File: src/rtl/id_ex_stage_reg_if.sv
// ID/EX bundle: decoded ID fields in, registered EX copies out.
interface id_ex_stage_reg_if #(
    parameter int DATA_W = 32
);
    logic              id_valid;
    logic [4:0]        id_rs;
    logic [4:0]        id_rt;
    logic [4:0]        id_rd;
    logic              id_uses_rt;
    logic              id_reg_dst;
    logic              id_reg_write;
    logic              id_mem_read;
    logic              id_mem_write;
    logic              id_mem_to_reg;
    logic              id_alu_src;
    logic [3:0]        id_alu_op;
    logic [DATA_W-1:0] id_rdata1;
    logic [DATA_W-1:0] id_rdata2;
    logic [DATA_W-1:0] id_imm;

    logic              ex_valid;
    logic [4:0]        ex_rs;
    logic [4:0]        ex_rt;
    logic [4:0]        ex_dest;
    logic              ex_reg_write;
    logic              ex_mem_read;
    logic              ex_mem_write;
    logic              ex_mem_to_reg;
    logic              ex_alu_src;
    logic [3:0]        ex_alu_op;
    logic [DATA_W-1:0] ex_rdata1;
    logic [DATA_W-1:0] ex_rdata2;
    logic [DATA_W-1:0] ex_imm;

    modport master (
        output id_valid, id_rs, id_rt, id_rd, id_uses_rt, id_reg_dst,
        output id_reg_write, id_mem_read, id_mem_write, id_mem_to_reg,
        output id_alu_src, id_alu_op, id_rdata1, id_rdata2, id_imm,
        input  ex_valid, ex_rs, ex_rt, ex_dest, ex_reg_write, ex_mem_read,
        input  ex_mem_write, ex_mem_to_reg, ex_alu_src, ex_alu_op,
        input  ex_rdata1, ex_rdata2, ex_imm
    );

    modport slave (
        input  id_valid, id_rs, id_rt, id_rd, id_uses_rt, id_reg_dst,
        input  id_reg_write, id_mem_read, id_mem_write, id_mem_to_reg,
        input  id_alu_src, id_alu_op, id_rdata1, id_rdata2, id_imm,
        output ex_valid, ex_rs, ex_rt, ex_dest, ex_reg_write, ex_mem_read,
        output ex_mem_write, ex_mem_to_reg, ex_alu_src, ex_alu_op,
        output ex_rdata1, ex_rdata2, ex_imm
    );
endinterface

File: src/rtl/id_ex_stage_reg.sv
// ID/EX pipeline register with load-use stall control,
// flush-to-bubble and a saturating bubble counter.
module id_ex_stage_reg #(
    parameter int DATA_W       = 32,
    parameter int STALL_CYCLES = 1,
    parameter int PERF_W       = 16
) (
    input  logic              clk,
    input  logic              reset,
    input  logic              flush,
    output logic              stall,
    output logic [PERF_W-1:0] bubble_count,
    id_ex_stage_reg_if.slave  bus
);
    typedef struct packed {
        logic              valid;
        logic [4:0]        rs;
        logic [4:0]        rt;
        logic [4:0]        dest;
        logic              reg_write;
        logic              mem_read;
        logic              mem_write;
        logic              mem_to_reg;
        logic              alu_src;
        logic [3:0]        alu_op;
        logic [DATA_W-1:0] rdata1;
        logic [DATA_W-1:0] rdata2;
        logic [DATA_W-1:0] imm;
    } ex_t;

    typedef enum logic {S_RUN, S_STALL} state_e;

    localparam logic [2:0] CNT_INIT = 3'(STALL_CYCLES - 1);

    ex_t               ex_q, ex_d, id_pkt;
    state_e            state_q, state_d;
    logic [2:0]        cnt_q, cnt_d;
    logic [PERF_W-1:0] bc_q, bc_d;
    logic              hazard, in_stall, stall_raw, bc_inc;

    always_comb begin
        id_pkt.valid      = bus.id_valid;
        id_pkt.rs         = bus.id_rs;
        id_pkt.rt         = bus.id_rt;
        id_pkt.dest       = bus.id_reg_dst ? bus.id_rd : bus.id_rt;
        id_pkt.reg_write  = bus.id_reg_write;
        id_pkt.mem_read   = bus.id_mem_read;
        id_pkt.mem_write  = bus.id_mem_write;
        id_pkt.mem_to_reg = bus.id_mem_to_reg;
        id_pkt.alu_src    = bus.id_alu_src;
        id_pkt.alu_op     = bus.id_alu_op;
        id_pkt.rdata1     = bus.id_rdata1;
        id_pkt.rdata2     = bus.id_rdata2;
        id_pkt.imm        = bus.id_imm;
    end

    assign hazard = bus.id_valid & ex_q.mem_read & (ex_q.dest != 5'd0) &
                    ((bus.id_rs == ex_q.dest) |
                     (bus.id_uses_rt & (bus.id_rt == ex_q.dest)));

    assign in_stall = (state_q == S_STALL);

    // Flush outranks both the pending stall and a fresh hazard.
    always_comb begin
        state_d   = state_q;
        cnt_d     = cnt_q;
        ex_d      = id_pkt;
        stall_raw = 1'b0;
        bc_inc    = 1'b0;
        unique case (1'b1)
            flush: begin
                ex_d    = '0;
                state_d = S_RUN;
                cnt_d   = '0;
            end
            !flush && in_stall: begin
                stall_raw = 1'b1;
                ex_d      = '0;
                bc_inc    = 1'b1;
                cnt_d     = cnt_q - 3'd1;
                if (cnt_q == 3'd1) state_d = S_RUN;
            end
            !flush && !in_stall && hazard: begin
                stall_raw = 1'b1;
                ex_d      = '0;
                bc_inc    = 1'b1;
                if (STALL_CYCLES > 1) begin
                    state_d = S_STALL;
                    cnt_d   = CNT_INIT;
                end
            end
            default: ;
        endcase
    end

    assign bc_d  = (bc_inc && bc_q != '1) ? bc_q + 1'b1 : bc_q;
    assign stall = stall_raw & ~reset;

    always_ff @(posedge clk) begin
        if (reset) begin
            state_q <= S_RUN;
            cnt_q   <= '0;
            ex_q    <= '0;
            bc_q    <= '0;
        end else begin
            state_q <= state_d;
            cnt_q   <= cnt_d;
            ex_q    <= ex_d;
            bc_q    <= bc_d;
        end
    end

    assign bubble_count      = bc_q;
    assign bus.ex_valid      = ex_q.valid;
    assign bus.ex_rs         = ex_q.rs;
    assign bus.ex_rt         = ex_q.rt;
    assign bus.ex_dest       = ex_q.dest;
    assign bus.ex_reg_write  = ex_q.reg_write;
    assign bus.ex_mem_read   = ex_q.mem_read;
    assign bus.ex_mem_write  = ex_q.mem_write;
    assign bus.ex_mem_to_reg = ex_q.mem_to_reg;
    assign bus.ex_alu_src    = ex_q.alu_src;
    assign bus.ex_alu_op     = ex_q.alu_op;
    assign bus.ex_rdata1     = ex_q.rdata1;
    assign bus.ex_rdata2     = ex_q.rdata2;
    assign bus.ex_imm        = ex_q.imm;
endmodule
File: src/flat_wrapper.sv
// flat-port wrapper written by rule: the top's interface ports become plain ports
module id_ex_stage_reg_flat 
#(
    parameter int DATA_W       = 32,
    parameter int STALL_CYCLES = 1,
    parameter int PERF_W       = 16
)
  (clk, reset, flush, stall, bubble_count, bus_id_valid, bus_id_rs, bus_id_rt, bus_id_rd, bus_id_uses_rt, bus_id_reg_dst, bus_id_reg_write, bus_id_mem_read, bus_id_mem_write, bus_id_mem_to_reg, bus_id_alu_src, bus_id_alu_op, bus_id_rdata1, bus_id_rdata2, bus_id_imm, bus_ex_valid, bus_ex_rs, bus_ex_rt, bus_ex_dest, bus_ex_reg_write, bus_ex_mem_read, bus_ex_mem_write, bus_ex_mem_to_reg, bus_ex_alu_src, bus_ex_alu_op, bus_ex_rdata1, bus_ex_rdata2, bus_ex_imm);
  id_ex_stage_reg_if #(.DATA_W(DATA_W)) bus_i ();
  input  logic clk;
  input  logic reset;
  input  logic flush;
  output logic stall;
  output logic [PERF_W-1:0] bubble_count;
  input wire logic [$bits(bus_i.id_valid)-1:0] bus_id_valid;
  input wire logic [$bits(bus_i.id_rs)-1:0] bus_id_rs;
  input wire logic [$bits(bus_i.id_rt)-1:0] bus_id_rt;
  input wire logic [$bits(bus_i.id_rd)-1:0] bus_id_rd;
  input wire logic [$bits(bus_i.id_uses_rt)-1:0] bus_id_uses_rt;
  input wire logic [$bits(bus_i.id_reg_dst)-1:0] bus_id_reg_dst;
  input wire logic [$bits(bus_i.id_reg_write)-1:0] bus_id_reg_write;
  input wire logic [$bits(bus_i.id_mem_read)-1:0] bus_id_mem_read;
  input wire logic [$bits(bus_i.id_mem_write)-1:0] bus_id_mem_write;
  input wire logic [$bits(bus_i.id_mem_to_reg)-1:0] bus_id_mem_to_reg;
  input wire logic [$bits(bus_i.id_alu_src)-1:0] bus_id_alu_src;
  input wire logic [$bits(bus_i.id_alu_op)-1:0] bus_id_alu_op;
  input wire logic [$bits(bus_i.id_rdata1)-1:0] bus_id_rdata1;
  input wire logic [$bits(bus_i.id_rdata2)-1:0] bus_id_rdata2;
  input wire logic [$bits(bus_i.id_imm)-1:0] bus_id_imm;
  output wire logic [$bits(bus_i.ex_valid)-1:0] bus_ex_valid;
  output wire logic [$bits(bus_i.ex_rs)-1:0] bus_ex_rs;
  output wire logic [$bits(bus_i.ex_rt)-1:0] bus_ex_rt;
  output wire logic [$bits(bus_i.ex_dest)-1:0] bus_ex_dest;
  output wire logic [$bits(bus_i.ex_reg_write)-1:0] bus_ex_reg_write;
  output wire logic [$bits(bus_i.ex_mem_read)-1:0] bus_ex_mem_read;
  output wire logic [$bits(bus_i.ex_mem_write)-1:0] bus_ex_mem_write;
  output wire logic [$bits(bus_i.ex_mem_to_reg)-1:0] bus_ex_mem_to_reg;
  output wire logic [$bits(bus_i.ex_alu_src)-1:0] bus_ex_alu_src;
  output wire logic [$bits(bus_i.ex_alu_op)-1:0] bus_ex_alu_op;
  output wire logic [$bits(bus_i.ex_rdata1)-1:0] bus_ex_rdata1;
  output wire logic [$bits(bus_i.ex_rdata2)-1:0] bus_ex_rdata2;
  output wire logic [$bits(bus_i.ex_imm)-1:0] bus_ex_imm;
  assign bus_i.id_valid = bus_id_valid;
  assign bus_i.id_rs = bus_id_rs;
  assign bus_i.id_rt = bus_id_rt;
  assign bus_i.id_rd = bus_id_rd;
  assign bus_i.id_uses_rt = bus_id_uses_rt;
  assign bus_i.id_reg_dst = bus_id_reg_dst;
  assign bus_i.id_reg_write = bus_id_reg_write;
  assign bus_i.id_mem_read = bus_id_mem_read;
  assign bus_i.id_mem_write = bus_id_mem_write;
  assign bus_i.id_mem_to_reg = bus_id_mem_to_reg;
  assign bus_i.id_alu_src = bus_id_alu_src;
  assign bus_i.id_alu_op = bus_id_alu_op;
  assign bus_i.id_rdata1 = bus_id_rdata1;
  assign bus_i.id_rdata2 = bus_id_rdata2;
  assign bus_i.id_imm = bus_id_imm;
  assign bus_ex_valid = bus_i.ex_valid;
  assign bus_ex_rs = bus_i.ex_rs;
  assign bus_ex_rt = bus_i.ex_rt;
  assign bus_ex_dest = bus_i.ex_dest;
  assign bus_ex_reg_write = bus_i.ex_reg_write;
  assign bus_ex_mem_read = bus_i.ex_mem_read;
  assign bus_ex_mem_write = bus_i.ex_mem_write;
  assign bus_ex_mem_to_reg = bus_i.ex_mem_to_reg;
  assign bus_ex_alu_src = bus_i.ex_alu_src;
  assign bus_ex_alu_op = bus_i.ex_alu_op;
  assign bus_ex_rdata1 = bus_i.ex_rdata1;
  assign bus_ex_rdata2 = bus_i.ex_rdata2;
  assign bus_ex_imm = bus_i.ex_imm;
  id_ex_stage_reg #(.DATA_W(DATA_W), .STALL_CYCLES(STALL_CYCLES), .PERF_W(PERF_W)) u_core (.clk(clk), .reset(reset), .flush(flush), .stall(stall), .bubble_count(bubble_count), .bus(bus_i));
endmodule
File: config.mk
export PLATFORM = sky130hd
export DESIGN_NAME = id_ex_stage_reg_flat
export DESIGN_NICKNAME = d
export VERILOG_FILES = /design/src/rtl/id_ex_stage_reg_if.sv /design/src/rtl/id_ex_stage_reg.sv /design/src/flat_wrapper.sv
export SDC_FILE = /design/constraint.sdc
export NUM_CORES = 1
export LEC_CHECK = 0
export CAP_MARGIN = 20
export CORE_AREA = 2 2 111 124
export CTS_BUF_LIST = sky130_fd_sc_hd__clkbuf_4
export DETAILED_ROUTE_END_ITERATION = 10
export DIE_AREA = 0 0 113 126
export PLACE_DENSITY = 0.76
export REMOVE_ABC_BUFFERS = 1
export SYNTH_ARGS = -nofsm -noshare
export SYNTH_HDL_FRONTEND = slang
export SYNTH_SLANG_ARGS = --single-unit
File: constraint.sdc
create_clock -name clk -period 1.8 [get_ports clk]
set_clock_uncertainty 0.1 [all_clocks]
set_input_delay 0.18 -clock clk [delete_from_list [all_inputs] [get_ports clk]]
set_output_delay 0.18 -clock clk [all_outputs]
set_load 0.02 [all_outputs]
=== After elaboration in Yosys (flattened, before gate mapping) ===
Index checks and enable logic that the tools add are counted.

* Flip-flop bits (word level): 141
* Bits of input ports: 126
* Logic and storage cells: 46
* Output and inout bits: 138

* Bitwise gates (word level): 7
* $add $sub $neg: 2
* Eq/ne operators: 5
* Reduce and logical (&&, ||, !) cells: 11
* Multiplexer cells: 5

{| class="wikitable"
|+ Operator list
! cell !! number
|-
| 16-bit by 1-bit adder with 16-bit output, second input constant || 1
|-
| 16-bit != test, second input constant || 1
|-
| 5-bit equality test || 2
|-
| 3-bit case mux with 2 select lines || 1
|-
| 1-bit bitwise AND || 5
|-
| 5-bit two-way mux || 1
|-
| 5-bit nonzero test || 1
|-
| 1-bit logical AND || 4
|-
| 4-bit OR reduction || 1
|-
| 3-bit by 1-bit equality test with 1-bit output, second input constant || 1
|-
| 3-bit by 1-bit subtractor with 3-bit output, second input constant || 1
|-
| 1-bit zero test || 2
|-
| 1-bit two-way mux || 2
|-
| 2-bit != test, second input constant || 1
|-
| 1-bit case mux with 2 select lines || 1
|-
| 2-bit AND reduction || 1
|-
| 2-bit nonzero test || 1
|-
| 2-bit OR reduction || 1
|-
| 1-bit inverter || 1
|-
| 1-bit OR || 1
|}

=== Depth between registers and ports, before layout ===
Gate-level depths: netlist of run 1.

* Depth in word-level cells: 8
* Mapped depth: 8
* Mapped depth without buffers: 6

=== Least setup slack after synthesis of run 1 ===
No wires, ideal clock.

* Path type: register to output
* Start: register u_core.ex_q (netlist bit u_core.bus.ex_dest[4])
* End: output port stall
* Data required time: 1.520 ns
* Slack: -0.432 ns
* Stages on the path, launching flop included: 7
* Arrival time: 1.952 ns
* Buffers on the path: 2
* Cell sequence: dfxtp_1 xor2_1 nor4_2 a32oi_2 buf_2 clkbuf_1 nor3_1

* Longest elaborated chain between the ends: 8
* Elaborated cells on any way between the ends: 11
* Those cells by class: 2 x eq/ne; 1 x mux; 5 x bitwise; 3 x reduce/logical

{| class="wikitable"
|+ RTL lines
! what !! line !! source
|-
| start, declared || id_ex_stage_reg.sv:35 || <nowiki>ex_t ex_q, ex_d, id_pkt;</nowiki>
|-
| start signal, assigned || id_ex_stage_reg.sv:103 || <nowiki>ex_q <= '0;</nowiki>
|-
| start signal, assigned || id_ex_stage_reg.sv:108 || <nowiki>ex_q <= ex_d;</nowiki>
|-
| 5-bit equality test || id_ex_stage_reg.sv:59 || <nowiki>(bus.id_uses_rt & (bus.id_rt == ex_q.dest)));</nowiki>
|-
| 1-bit bitwise AND || id_ex_stage_reg.sv:59 ||
|-
| 1-bit OR || id_ex_stage_reg.sv:58 || <nowiki>((bus.id_rs == ex_q.dest) |</nowiki>
|-
| 1-bit bitwise AND * || id_ex_stage_reg.sv:57 || <nowiki>assign hazard = bus.id_valid & ex_q.mem_read & (ex_q.dest != 5'd0) &</nowiki>
|-
| 1-bit logical AND * || id_ex_stage_reg.sv:83 || <nowiki>!flush && !in_stall && hazard: begin</nowiki>
|-
| 2-bit OR reduction (no line) * || - ||
|-
| 1-bit two-way mux * || id_ex_stage_reg.sv:70 || <nowiki>unique case (1'b1)</nowiki>
|-
| 1-bit bitwise AND * || id_ex_stage_reg.sv:97 || <nowiki>assign stall = stall_raw & ~reset;</nowiki>
|-
| end, declared || flat_wrapper.sv:13 || <nowiki>output logic stall;</nowiki>
|}

Every way passes the cells marked *; elsewhere a longest branch is shown, timed or not.

=== Worst setup path in the final report of run 1 ===
* Start: register u_core.ex_q (netlist bit u_core.bus.ex_dest[3])
* End: register u_core.ex_q (netlist bit u_core.bus.ex_alu_src)

* Longest elaborated chain between the ends: 6
* Elaborated cells on any way between the ends: 9
* Those cells by class: 2 x eq/ne; 4 x bitwise; 3 x reduce/logical

{| class="wikitable"
|+ RTL lines
! what !! line
|-
| 5-bit equality test || id_ex_stage_reg.sv:59
|-
| 1-bit bitwise AND || id_ex_stage_reg.sv:59
|-
| 1-bit OR || id_ex_stage_reg.sv:58
|-
| 1-bit bitwise AND * || id_ex_stage_reg.sv:57
|-
| 1-bit logical AND * || id_ex_stage_reg.sv:83
|-
| 4-bit OR reduction (no line) * || -
|}

Marks and branches as above.
A chain may end at the register's enable or synchronous reset.

==> reports/qor.csv, run 1 <==
stage,metric,value,unit
outcome,status,finished with violations,
outcome,violations,"design-rule violations, negative setup slack",
place,dp_slack,-758.4,ps
clock_network,cts_sinks,137,
worst_hold_path,min-delay-start,bus_id_rdata2[17],
drt,met2_length,8163,um
drt,drc,7,
job,max_cap_violations,0,
worst_setup_path,regToRegSetupSlack,-410,ps
place,placed_cell_area,0.007325,sq mm
logic_synthesis,ys_seq_elements,137,
final_layout,drive_above_1_share,27.87,%
drt,num_vias,4027,
floorplan,chipHeight,126,um
floorplan,rows,44,
clock_network,clk_latency,550,ps
drt,wl_per_cell,17.71,um
place,dp_hpwl,10010,um
power_and_ir_drop,power,6.497,mW
timing,rsz0062_at_grt,yes,
clock_network,htree_levels,4,
logic_synthesis,syn-cell-area,0.004317,sq mm
place,globalplace.congestion,0.8501,
drt,vias_per_cell,4.597,
global_routing,grt_max_degree,27,
clock_network,cts_made_buffers,17,
clock_network,cts-root-buf,clkbuf_4,
clock_network,cts_tree,done,
worst_hold_path,hp-class,primary input to flop,
logic_synthesis,synthDistinctLibCells,36,
timing,setup_viol,138,
drt,ant_nets,0,
drt,wl_met1,5472,um
timing,maxSlewHeadroom,78.89,%
global_routing,grt-ovfl-total,0,
worst_setup_path,r2r_cells,9,
global_routing,antenna_found_initial,1,
final_layout,fill_cells,988,
timing,fmax,453.0,MHz
timing,worst_pin_slew,315.7,ps
floorplan,io_pins,264,
worst_hold_path,min_path_cells,2,
place,port_buffers,263,
clock_network,clockBufferDepth,2,
power_and_ir_drop,p_per_area,773.7,mW/mm^2
worst_setup_path,endpoint_kind,flop,
worst_setup_path,critPathArrivalTime,2560,ps
power_and_ir_drop,ir_worst_vdd,0.6562,mV
final_layout,finish.instance_area,0.008398,sq mm
global_routing,track_usage,20.70,%
final_layout,area_growth,94.55,%
timing,hold_viol,0,
worst_setup_path,crit_fanout,8,
timing,timing.final.crit_share,122.6,%
worst_setup_path,path_class,flop to flop,
clock_network,cts.clk_slew.worst_paths,120,ps
logic_synthesis,synthCells,385,
drt,wl,15510,um
timing,min_period,2208,ps
worst_setup_path,startpoint,u_core.bus.ex_dest[3]$_SDFF_PP0_,
place,place_inst,818,
global_routing,grt_pass1_vias,4168,
drt,wl_met3,1419,um
floorplan,core,0.01299,sq mm
floorplan,die-area,0.01424,sq mm
final_layout,fin_nets,828,
logic_synthesis,ys_warn_count,0,
timing,worst_slack,-407.6,ps
drt,routed.top_layer,met4,
power_and_ir_drop,p_leak,4.006,nW
drt,drtPass1Iterations,7,
worst_setup_path,worstSetupStartpointType,flop,
final_layout,fin_cells,876,
floorplan,start_util,33.22,%
timing,drv_slew,0,
logic_synthesis,ys_seq_area_share,63.54,%
logic_synthesis,syn_avg_cell_area,11.21,sq um
floorplan,die_w,113,um
worst_setup_path,r2r-start,u_core.bus.ex_dest[3]$_SDFF_PP0_,
worst_setup_path,cp.required,2150,ps
drt,drt_iter0_drc,277,
clock_network,cts-hold-fix-buffers,0,
global_routing,grt_first_pass_wirelength,22220,um
-- cell usage in the layout (no fill, tap or decap), drive strengths merged, types with 3 or more instances in the layout --
cell type      Yosys  layout
bufbuf             0       3
dfxtp            137     137
inv                3       7
or4                9       9
dlygate4sd2        0     134
mux2i              5       5
nor3               4       4
xor2               9       9
clkbuf            15      25
clkdlybuf4s50      0     126
nand4              6       6
o21ai              4       4
o31ai              8       8
nand3              6       6
and4               3       3
a21oi             11      11
nor2               7       7
clkinvlp           0       3
nor4               4       4
nand2              5       5
and2             116     116
nor2b             10      10
bufinv             0       4
buf                6      46
-- area by class of cell --
| cell class | count | area, sq um | area share (%) |
|---|---|---|---|
| Inverter | 3 | 11.26 | 0.1341 |
| Tap cell | 161 | 201.4 | 2.399 |
| Multi-Input combinational cell | 225 | 1876 | 22.33 |
| Clock inverter | 13 | 192.7 | 2.294 |
| Sequential cell | 137 | 2744 | 32.67 |
| Timing Repair Buffer | 317 | 3228 | 38.44 |
| Antenna cell | 1 | 2.502 | 0.02980 |
| Clock buffer | 19 | 142.6 | 1.698 |
-- report_power, final --
part / leakage (nW) / switching [mW] / internal [mW]
clock: 0.170 / 1.19 / 1.15
combinational: 2.71 / 0.395 / 0.592
sequential: 1.12 / 0.0291 / 3.14
total: 4.01 / 1.61 / 4.88
-- cells by family after synthesis --
group                    count (synthesis)  synth area share (%)
adder cells (fa/ha/maj)                  1                0.2898
XOR/XNOR                                10                 2.029
flip-flops                             137                 63.54
AND/OR/NAND/NOR                        176                 25.30
AO/OA/AOI/OAI                           30                 4.812
buffers and inverters                   24                 2.348
multiplexers                             7                 1.681
-- path summary, 6_finish.rpt --
kind,to
min reg2reg,u_core.bubble_count[9]$_SDFFE_PP0P_
max reg2reg,u_core.bus.ex_alu_src$_SDFF_PP0_
min,u_core.bus.ex_rdata2[17]$_SDFF_PP0_
max,u_core.bus.ex_alu_src$_SDFF_PP0_
-- Yosys cell counts --
cell type	number	area, sq um
nand3_1	6	30.03
dfxtp_1	137	2743
nand4_1	6	37.54
nand3b_1	1	7.510
o21ai_1	1	5.000
and2_1	116	725.7
buf_6	1	11.26
o31a_1	2	17.52
xor2_1	9	78.83
nand2_1	5	18.77
mux2i_1	5	50.05
and3_1	2	12.51
or3b_2	1	8.760
nor2_1	7	26.28
inv_1	3	11.26
xnor2_1	1	8.760
a32oi_2	1	16.27
o21a_1	1	7.510
ha_1	1	12.51
a2111o_1	1	11.26
o31ai_1	8	60.06
nand4bb_1	1	11.26
clkbuf_1	15	56.30
o21ba_2	2	20.02
nor2b_1	10	62.56
nor4_1	3	18.77
buf_2	3	15.01
nor4_2	1	12.51
and4_1	3	26.28
a21oi_1	11	55.05
nor3_1	4	20.02
o21ai_0	3	15.01
or3_1	1	6.260
mux2_2	2	22.52
buf_1	2	7.510
or4_1	9	67.56
-- repair_timing --
action,in CTS,in global routing
endpoints found under the setup margin,272,140
gates cloned,11,7
pin swaps,18,45
gates resized for setup,181,93
setup buffers,9,1
-- routing by layer --
layer / up-vias / GRT usage, %
met5: - / 0
met4: 0 / 8.895
met3: 33 / 9.143
met2: 193 / 36.70
met1: 1890 / 20.99
li1: 1911 / -
-- critical path: stages (launching register included) --
cell and delay [ps]:
dfxtp_2 350, xor2_2 160, nor4_4 310, a32oi_2 170, buf_4 190, buf_12 130, o21a_4 260, buf_12 160
clkbuf_16 140, and2_4 140
-- stage by stage --
| step | utilization (%) | hold WS (ps) | setup TNS [ps] |
|---|---|---|---|
| 2_1_floorplan | - | 149.1 | -189250 |
| 3_3_place_gp | 56.38 | 398.5 | -87340 |
| 3_5_place_dp | 56.38 | 412.0 | -92540 |
| 4_1_cts | 61.83 | 20.61 | -52650 |
| 5_1_grt | 64.64 | 23.59 | -57990 |
| 6_report | 64.64 | 83.27 | -44720 |
No activity file was read; power rests on OpenSTA's default activity.
==> run 2: changes to the inputs <==
--- a/config.mk
+++ b/config.mk
@@ -10,7 +10,7 @@
 export CTS_BUF_LIST = sky130_fd_sc_hd__clkbuf_4
 export DETAILED_ROUTE_END_ITERATION = 10
 export DIE_AREA = 0 0 113 126
-export PLACE_DENSITY = 0.76
+export PLACE_DENSITY_LB_ADDON = 0.25
 export REMOVE_ABC_BUFFERS = 1
 export SYNTH_ARGS = -nofsm -noshare
 export SYNTH_HDL_FRONTEND = slang
==> constraint.sdc (replaced) <==
create_clock -name clk -period 2 [get_ports clk]
set_clock_uncertainty 0.1 [all_clocks]
set_input_delay 0.2 -clock clk [delete_from_list [all_inputs] [get_ports clk]]
set_output_delay 0.2 -clock clk [all_outputs]
set_load 0.02 [all_outputs]
==> run 2 against run 1 <==
  * The flow still finishes with violations (design-rule violations, negative setup slack)
  * Worst setup slack improved by 160 ps
  * Sequential share of layout area increased by 0.70 points
  * Die area unchanged
  * Global-route usage decreased by 1.5 points
  * Highest routed layer unchanged
  * Utilization decreased by 1.3 points
  * Largest cell class unchanged
  * Sequential cell count unchanged
  * Via count decreased by 3.7%
  * Total power decreased by 16%
  * Worst hold slack improved by 48 ps
==> reports/qor.csv, run 2 (synthesized netlist as in run 1, its figures left out) <==
stage,metric,value,unit,change
outcome,status,finished with violations,,
outcome,violations,"design-rule violations, negative setup slack",,
power_and_ir_drop,p_int,4.153,mW,-15%
worst_setup_path,cp.required,2310,ps,+160 ps
clock_network,cts-hold-fix-buffers,0,,unchanged
timing,rsz0062_at_grt,yes,,
global_routing,grt_first_pass_wirelength,20870,um,-6.1%
worst_setup_path,path_class,flop to flop,,
drt,wl_per_cell,16.68,um,-5.8%
drt,drc,10,,+3
clock_network,cts_made_buffers,17,,unchanged
power_and_ir_drop,p_sw,1.305,mW,-19%
timing,min_period,2248,ps,+40.28 ps
power_and_ir_drop,switching_share,23.90,%,-0.92 points
drt,vias_per_cell,4.476,,-2.6%
clock_network,cts_tree,done,,
clock_network,clk_latency,510,ps,-40 ps
timing,timing.final.crit_share,112.4,%,-10 points
drt,drt_iter0_drc,183,,-34%
clock_network,clockBufferDepth,2,,unchanged
worst_setup_path,endpoint_kind,flop,,
timing,setup_viol,134,,-2.9%
timing,worst_pin_slew,391.6,ps,+75.87 ps
final_layout,drive_above_1_share,16.76,%,-11 points
timing,setup_tns,-24130,ps,+20580 ps
drt,wl,14450,um,-6.9%
clock_network,cts_sinks,137,,unchanged
final_layout,fill_cells,1078,,+9.1%
drt,num_vias,3876,,-3.7%
power_and_ir_drop,p_per_area,663.2,mW/mm^2,-14%
worst_setup_path,critPathArrivalTime,2560,ps,about the same
worst_hold_path,min_path_cells,2,,unchanged
floorplan,chipHeight,126,um,unchanged
job,max_cap_violations,0,,unchanged
drt,drtPass1Iterations,7,,unchanged
worst_setup_path,crit_fanout,8,,unchanged
drt,ant_nets,0,,unchanged
power_and_ir_drop,share_comb_of_total_power,16.3,%,+1.1 points
worst_setup_path,r2r_cells,9,,unchanged
final_layout,utilization,63.34,%,-1.3 points
clock_network,htree_levels,4,,unchanged
worst_hold_path,hp-class,primary input to flop,,
worst_setup_path,critPathMaxStageDelay,350,ps,about the same
floorplan,rows,44,,unchanged
timing,fmax,444.9,MHz,-1.8%
power_and_ir_drop,pwr-share-clk,31.4,%,-4.6 points
timing,hold_viol,0,,unchanged
place,dp_slack,-507.9,ps,+250.5 ps
timing,drv_slew,0,,unchanged
floorplan,die_w,113,um,unchanged
worst_setup_path,regToRegSetupSlack,-250,ps,+160 ps
power_and_ir_drop,p_seq_share,52.3,%,+3.5 points
worst_setup_path,worstSetupStartpointType,flop,,
floorplan,core,0.01299,sq mm,unchanged
timing,worst_slack,-247.9,ps,+159.7 ps
clock_network,cts-root-buf,clkbuf_4,,
worst_setup_path,cpMostUsedCell,buf_12,,
place,port_buffers,263,,unchanged
worst_setup_path,worst_path_max_delay_cell,dfxtp_2,,
global_routing,track_usage,19.19,%,-1.5 points
clock_network,cts.clk_slew.worst_paths,120,ps,about the same
final_layout,fin_nets,819,,-1.1%
global_routing,grt_max_degree,40,,+48%
floorplan,io_pins,264,,unchanged
global_routing,grt_pass1_vias,3954,,-5.1%
worst_hold_path,min-delay-start,bus_id_rdata2[28],,
worst_setup_path,crit_chain,xor2_1 -> nor4_2 -> a32oi_2 -> buf_4 -> buf_12 -> o21a_4 -> buf_12 -> clkbuf_16 -> and2_1,,
timing,maxSlewHeadroom,73.80,%,-5.1 points
worst_setup_path,r2r-start,u_core.bus.ex_dest[4]$_SDFF_PP0_,,
final_layout,final_common_cell,clkdlybuf4s50_1,,
power_and_ir_drop,ir_worst_vdd,0.4606,mV,-30%
final_layout,finish.instance_area,0.008229,sq mm,-2.0%
power_and_ir_drop,p_leak,3.356,nW,-16%
final_layout,area_growth,90.64,%,
place,dp_hpwl,9505,um,-5.0%
worst_hold_path,holdPathEnd,u_core.bus.ex_rdata2[28]$_SDFF_PP0_,,
final_layout,final_cell_mix,"253 x clkdlybuf4s50_1, 134 x dfxtp_1, 103 x and2_1",,
floorplan,start_util,33.22,%,unchanged
floorplan,die-area,0.01424,sq mm,unchanged
worst_setup_path,r2r-end,u_core.bus.ex_alu_src$_SDFF_PP0_,,
global_routing,grt-ovfl-total,0,,unchanged
power_and_ir_drop,power,5.458,mW,-16%
global_routing,antenna_found_initial,1,,unchanged
place,placed_cell_area,0.007259,sq mm,-0.89%
place,globalplace.congestion,0.8255,,-2.9%
## run 2: what timing repair did
action	CTS	global route
pin swaps	14	10
buffers inserted	4	3
setup endpoints to repair	136	145
gates resized for setup	50	30
gates cloned	8	9
## run 2: metrics by stage
stage | hold slack, ps | cells
after floorplan | 169.1 | 364
after global placement | 389.0 | 811
after detailed placement | 410.3 | 811
after CTS | 52.18 | 854
after global routing | 72.10 | 866
final | 131.4 | 866
## run 2: how the worst max path moves through the flow
stage	slack (ps)	startpoint	end	cells after the start
floorplan	-1320	u_core.bus.ex_dest[1]$_SDFF_PP0_	u_core.bus.ex_alu_op[0]$_SDFF_PP0_	5
global placement	-450	bus_id_rt[2]	stall	6
detailed placement	-510	bus_id_rt[4]	stall	6
CTS	-220	u_core.bus.ex_dest[3]$_SDFF_PP0_	stall	5
global route	-360	u_core.bus.ex_dest[4]$_SDFF_PP0_	u_core.bus.ex_rdata1[22]$_SDFF_PP0_	9
finish	-250	u_core.bus.ex_dest[4]$_SDFF_PP0_	u_core.bus.ex_alu_src$_SDFF_PP0_	9
## run 2: power by group through the flow
stage	sequential, mW	clock (mW)	combinational, mW
after floorplan	3.04	0	0.111
after global placement	2.91	0	0.743
after detailed placement	2.92	0	0.748
after CTS	2.86	1.79	0.843
after global routing	2.86	1.89	0.942
final	2.85	1.71	0.890
## run 2: layout make-up
class	instances	area (sq um)	share of cell area [%]
clock inverters	10	103.9	1.262
repair buffers	308	3336	40.54
flip-flops and latches	137	2746	33.37
inverters	3	11.26	0.1368
well taps	161	201.4	2.448
multi-input cells	225	1670	20.30
diodes	1	2.502	0.03041
clock buffers	21	157.7	1.916
## run 2: layer usage
metal | part of all wire (%) | up-vias | track usage, %
met5 | 0 | - | 0
met4 | 1.5 | 0 | 7.604
met3 | 9.6 | 16 | 9.721
met2 | 52 | 164 | 33.53
met1 | 37 | 1809 | 19.38
li1 | - | 1887 | -
## run 2: worst max-delay path, delay by kind of cell, from the launching register on
| family | cells | cell delay, ps |
|---|---|---|
| flip-flops | 1 | 350 |
| XOR/XNOR | 1 | 160 |
| AND/OR/NAND/NOR | 2 | 460 |
| buffers and inverters | 4 | 630 |
| AO/OA/AOI/OAI | 2 | 440 |
==> run 3: changes to the inputs <==
--- a/config.mk
+++ b/config.mk
@@ -8,10 +8,12 @@
 export CAP_MARGIN = 20
 export CORE_AREA = 2 2 111 124
 export CTS_BUF_LIST = sky130_fd_sc_hd__clkbuf_4
+export CTS_CLUSTER_SIZE = 8
 export DETAILED_ROUTE_END_ITERATION = 10
 export DIE_AREA = 0 0 113 126
 export PLACE_DENSITY_LB_ADDON = 0.25
 export REMOVE_ABC_BUFFERS = 1
+export SKIP_CTS_REPAIR_TIMING = 1
 export SYNTH_ARGS = -nofsm -noshare
 export SYNTH_HDL_FRONTEND = slang
 export SYNTH_SLANG_ARGS = --single-unit
==> run 3 against run 2 <==
  * The flow still finishes with violations (design-rule violations, negative setup slack)
  * Highest routed layer unchanged
  * Critical path type unchanged
  * Worst hold slack lost 9.4 ps
  * Final cell count down 2.8%
  * Total power fell by 2.8%
  * Die area is the same
  * Sequential share of layout area rose by 3.0 points
  * Critical path depth down 3
  * Via count decreased by 4.2%
  * Utilization shrank 5.2 points
  * Sequential power is essentially flat
  * Sequential cell count did not move
  * Clock power is essentially flat
==> reports/qor.csv, run 3 (synthesized netlist as in run 1, its figures left out) <==
stage,metric,value,unit,change
outcome,status,finished with violations,,
outcome,violations,"design-rule violations, negative setup slack",,
power_and_ir_drop,ir_worst_vdd,0.4596,mV,-0.22%
worst_hold_path,holdPathEnd,u_core.bus.ex_rdata1[3]$_SDFF_PP0_,,
drt,ant_nets,0,,unchanged
worst_setup_path,cp_top_family,simple AND/OR/NAND/NOR gates,,
worst_hold_path,min-delay-start,bus_id_rdata1[3],,
power_and_ir_drop,p_per_area,702.5,mW/mm^2,+5.9%
global_routing,track_usage,17.31,%,-1.9 points
worst_setup_path,cpMostUsedCell,nor4_2,,
worst_setup_path,critPathArrivalTime,2460,ps,-100 ps
floorplan,core,0.01299,sq mm,unchanged
global_routing,antenna_found_initial,0,,-1
global_routing,grt_first_pass_wirelength,18910,um,-9.4%
drt,vias_per_cell,4.410,,-1.5%
drt,drt_iter0_drc,137,,-25%
floorplan,rows,44,,unchanged
worst_setup_path,crit_chain,xor2_1 -> nor4_2 -> a32oi_2 -> buf_4 -> nor4_2 -> mux2_2,,
worst_setup_path,critPathMaxStageDelay,360,ps,about the same
place,dp_hpwl,9505,um,unchanged
drt,num_vias,3713,,-4.2%
place,dp_slack,-507.9,ps,unchanged
floorplan,start_util,33.22,%,unchanged
timing,hold_viol,0,,unchanged
timing,drv_slew,0,,unchanged
timing,setup_viol,133,,-0.75%
drt,drtPass1Iterations,7,,unchanged
worst_setup_path,endpoint_kind,flop,,
worst_setup_path,r2r-start,u_core.bus.ex_dest[3]$_SDFF_PP0_,,
drt,wl_per_cell,14.85,um,-11%
floorplan,die-area,0.01424,sq mm,unchanged
worst_setup_path,r2r_cells,6,,-3
worst_setup_path,worst_path_max_delay_cell,mux2_2,,
timing,timing.hold.ws,122.0,ps,-9.361 ps
worst_setup_path,path_class,flop to flop,,
job,max_cap_violations,0,,unchanged
drt,wl,12510,um,-13%
worst_setup_path,r2r-end,u_core.bubble_count[8]$_SDFFE_PP0P_,,
timing,min_period,2160,ps,-87.50 ps
worst_setup_path,crit_fanout,31,,+23
final_layout,fin_nets,796,,-2.8%
clock_network,cts.clk_slew.worst_paths,120,ps,about the same
clock_network,cts_made_buffers,17,,unchanged
drt,drc,10,,unchanged
final_layout,final_common_cell,clkdlybuf4s50_1,,
timing,timing.final.crit_share,108.0,%,-4.4 points
worst_hold_path,hp-class,primary input to flop,,
final_layout,drive_above_1_share,9.104,%,-7.7 points
worst_setup_path,worstSetupStartpointType,flop,,
timing,worst_pin_slew,384.8,ps,-6.734 ps
final_layout,fin_cells,842,,-2.8%
worst_hold_path,min_path_cells,2,,unchanged
power_and_ir_drop,power,5.304,mW,-2.8%
timing,maxSlewHeadroom,74.25,%,+0.45 points
worst_setup_path,cp_num_buf_inv,1,,-3
floorplan,chipHeight,126,um,unchanged
global_routing,grt_pass1_vias,3773,,-4.6%
place,place_inst,811,,unchanged
power_and_ir_drop,p_leak,3.062,nW,-8.8%
final_layout,area_growth,74.93,%,
clock_network,cts-root-buf,clkbuf_4,,
clock_network,cts_sinks,137,,unchanged
timing,setup_tns,-13610,ps,+10520 ps
clock_network,clk_latency,520,ps,about the same
place,port_buffers,263,,unchanged
place,globalplace.congestion,0.8255,,unchanged
global_routing,grt_max_degree,79,,+98%
global_routing,grt-ovfl-total,0,,unchanged
clock_network,cts_tree,done,,
timing,worst_slack,-160.4,ps,+87.50 ps
worst_setup_path,cp.required,2300,ps,about the same
timing,rsz0062_at_grt,yes,,
final_layout,antenna_cells,0,,-1
clock_network,htree_levels,4,,unchanged
final_layout,final_cell_mix,"254 x clkdlybuf4s50_1, 136 x dfxtp_1, 116 x and2_1",,
worst_setup_path,regToRegSetupSlack,-160,ps,+90 ps
clock_network,clockBufferDepth,2,,unchanged
timing,fmax,462.9,MHz,+4.1%
floorplan,io_pins,264,,unchanged
floorplan,die_w,113,um,unchanged
## run 3: metal layers
| layer | global-route usage, % | vias up | routed length [um] |
|---|---|---|---|
| li1 | - | 1833 | - |
| met1 | 16.36 | 1682 | 4340 |
| met5 | 0 | - | 0 |
| met3 | 10.01 | 23 | 1494 |
| met4 | 7.604 | 0 | 285 |
| met2 | 30.26 | 175 | 6385 |
## run 3: area by class of cell
cell class	count	area (sq um)
Tap cell	161	201.4
Inverter	3	11.26
Fill cell	1151	5441
Sequential cell	137	2744
Clock buffer	21	157.7
Timing Repair Buffer	286	2848
Clock inverter	10	103.9
Multi-Input combinational cell	224	1485
## run 3: through the flow
stage	instance area, sq um	util [%]
5_1_grt	7551	58.12
6_report	7551	58.12
3_3_place_gp	7259	55.87
3_5_place_dp	7259	55.87
2_1_floorplan	4227	-
4_1_cts	7521	57.89
## run 3: report_power, final
group          total, mW  switching, mW  internal (mW)
clock               1.71          0.936          0.774
combinational      0.742          0.288          0.453
sequential          2.85         0.0278           2.83
total               5.30           1.25           4.05
## run 3: how the worst max path moves through the flow
stage,start,end,slack (ps),cells past startpoint
5_1_grt,u_core.bus.ex_dest[3]$_SDFF_PP0_,u_core.bubble_count[8]$_SDFFE_PP0P_,-300,6
3_5_place_dp,bus_id_rt[4],stall,-510,6
3_3_place_gp,bus_id_rt[2],stall,-450,6
4_1_cts,u_core.bus.ex_dest[4]$_SDFF_PP0_,stall,-790,5
2_1_floorplan,u_core.bus.ex_dest[1]$_SDFF_PP0_,u_core.bus.ex_alu_op[0]$_SDFF_PP0_,-1320,5
6_report,u_core.bus.ex_dest[3]$_SDFF_PP0_,u_core.bubble_count[8]$_SDFFE_PP0P_,-160,6
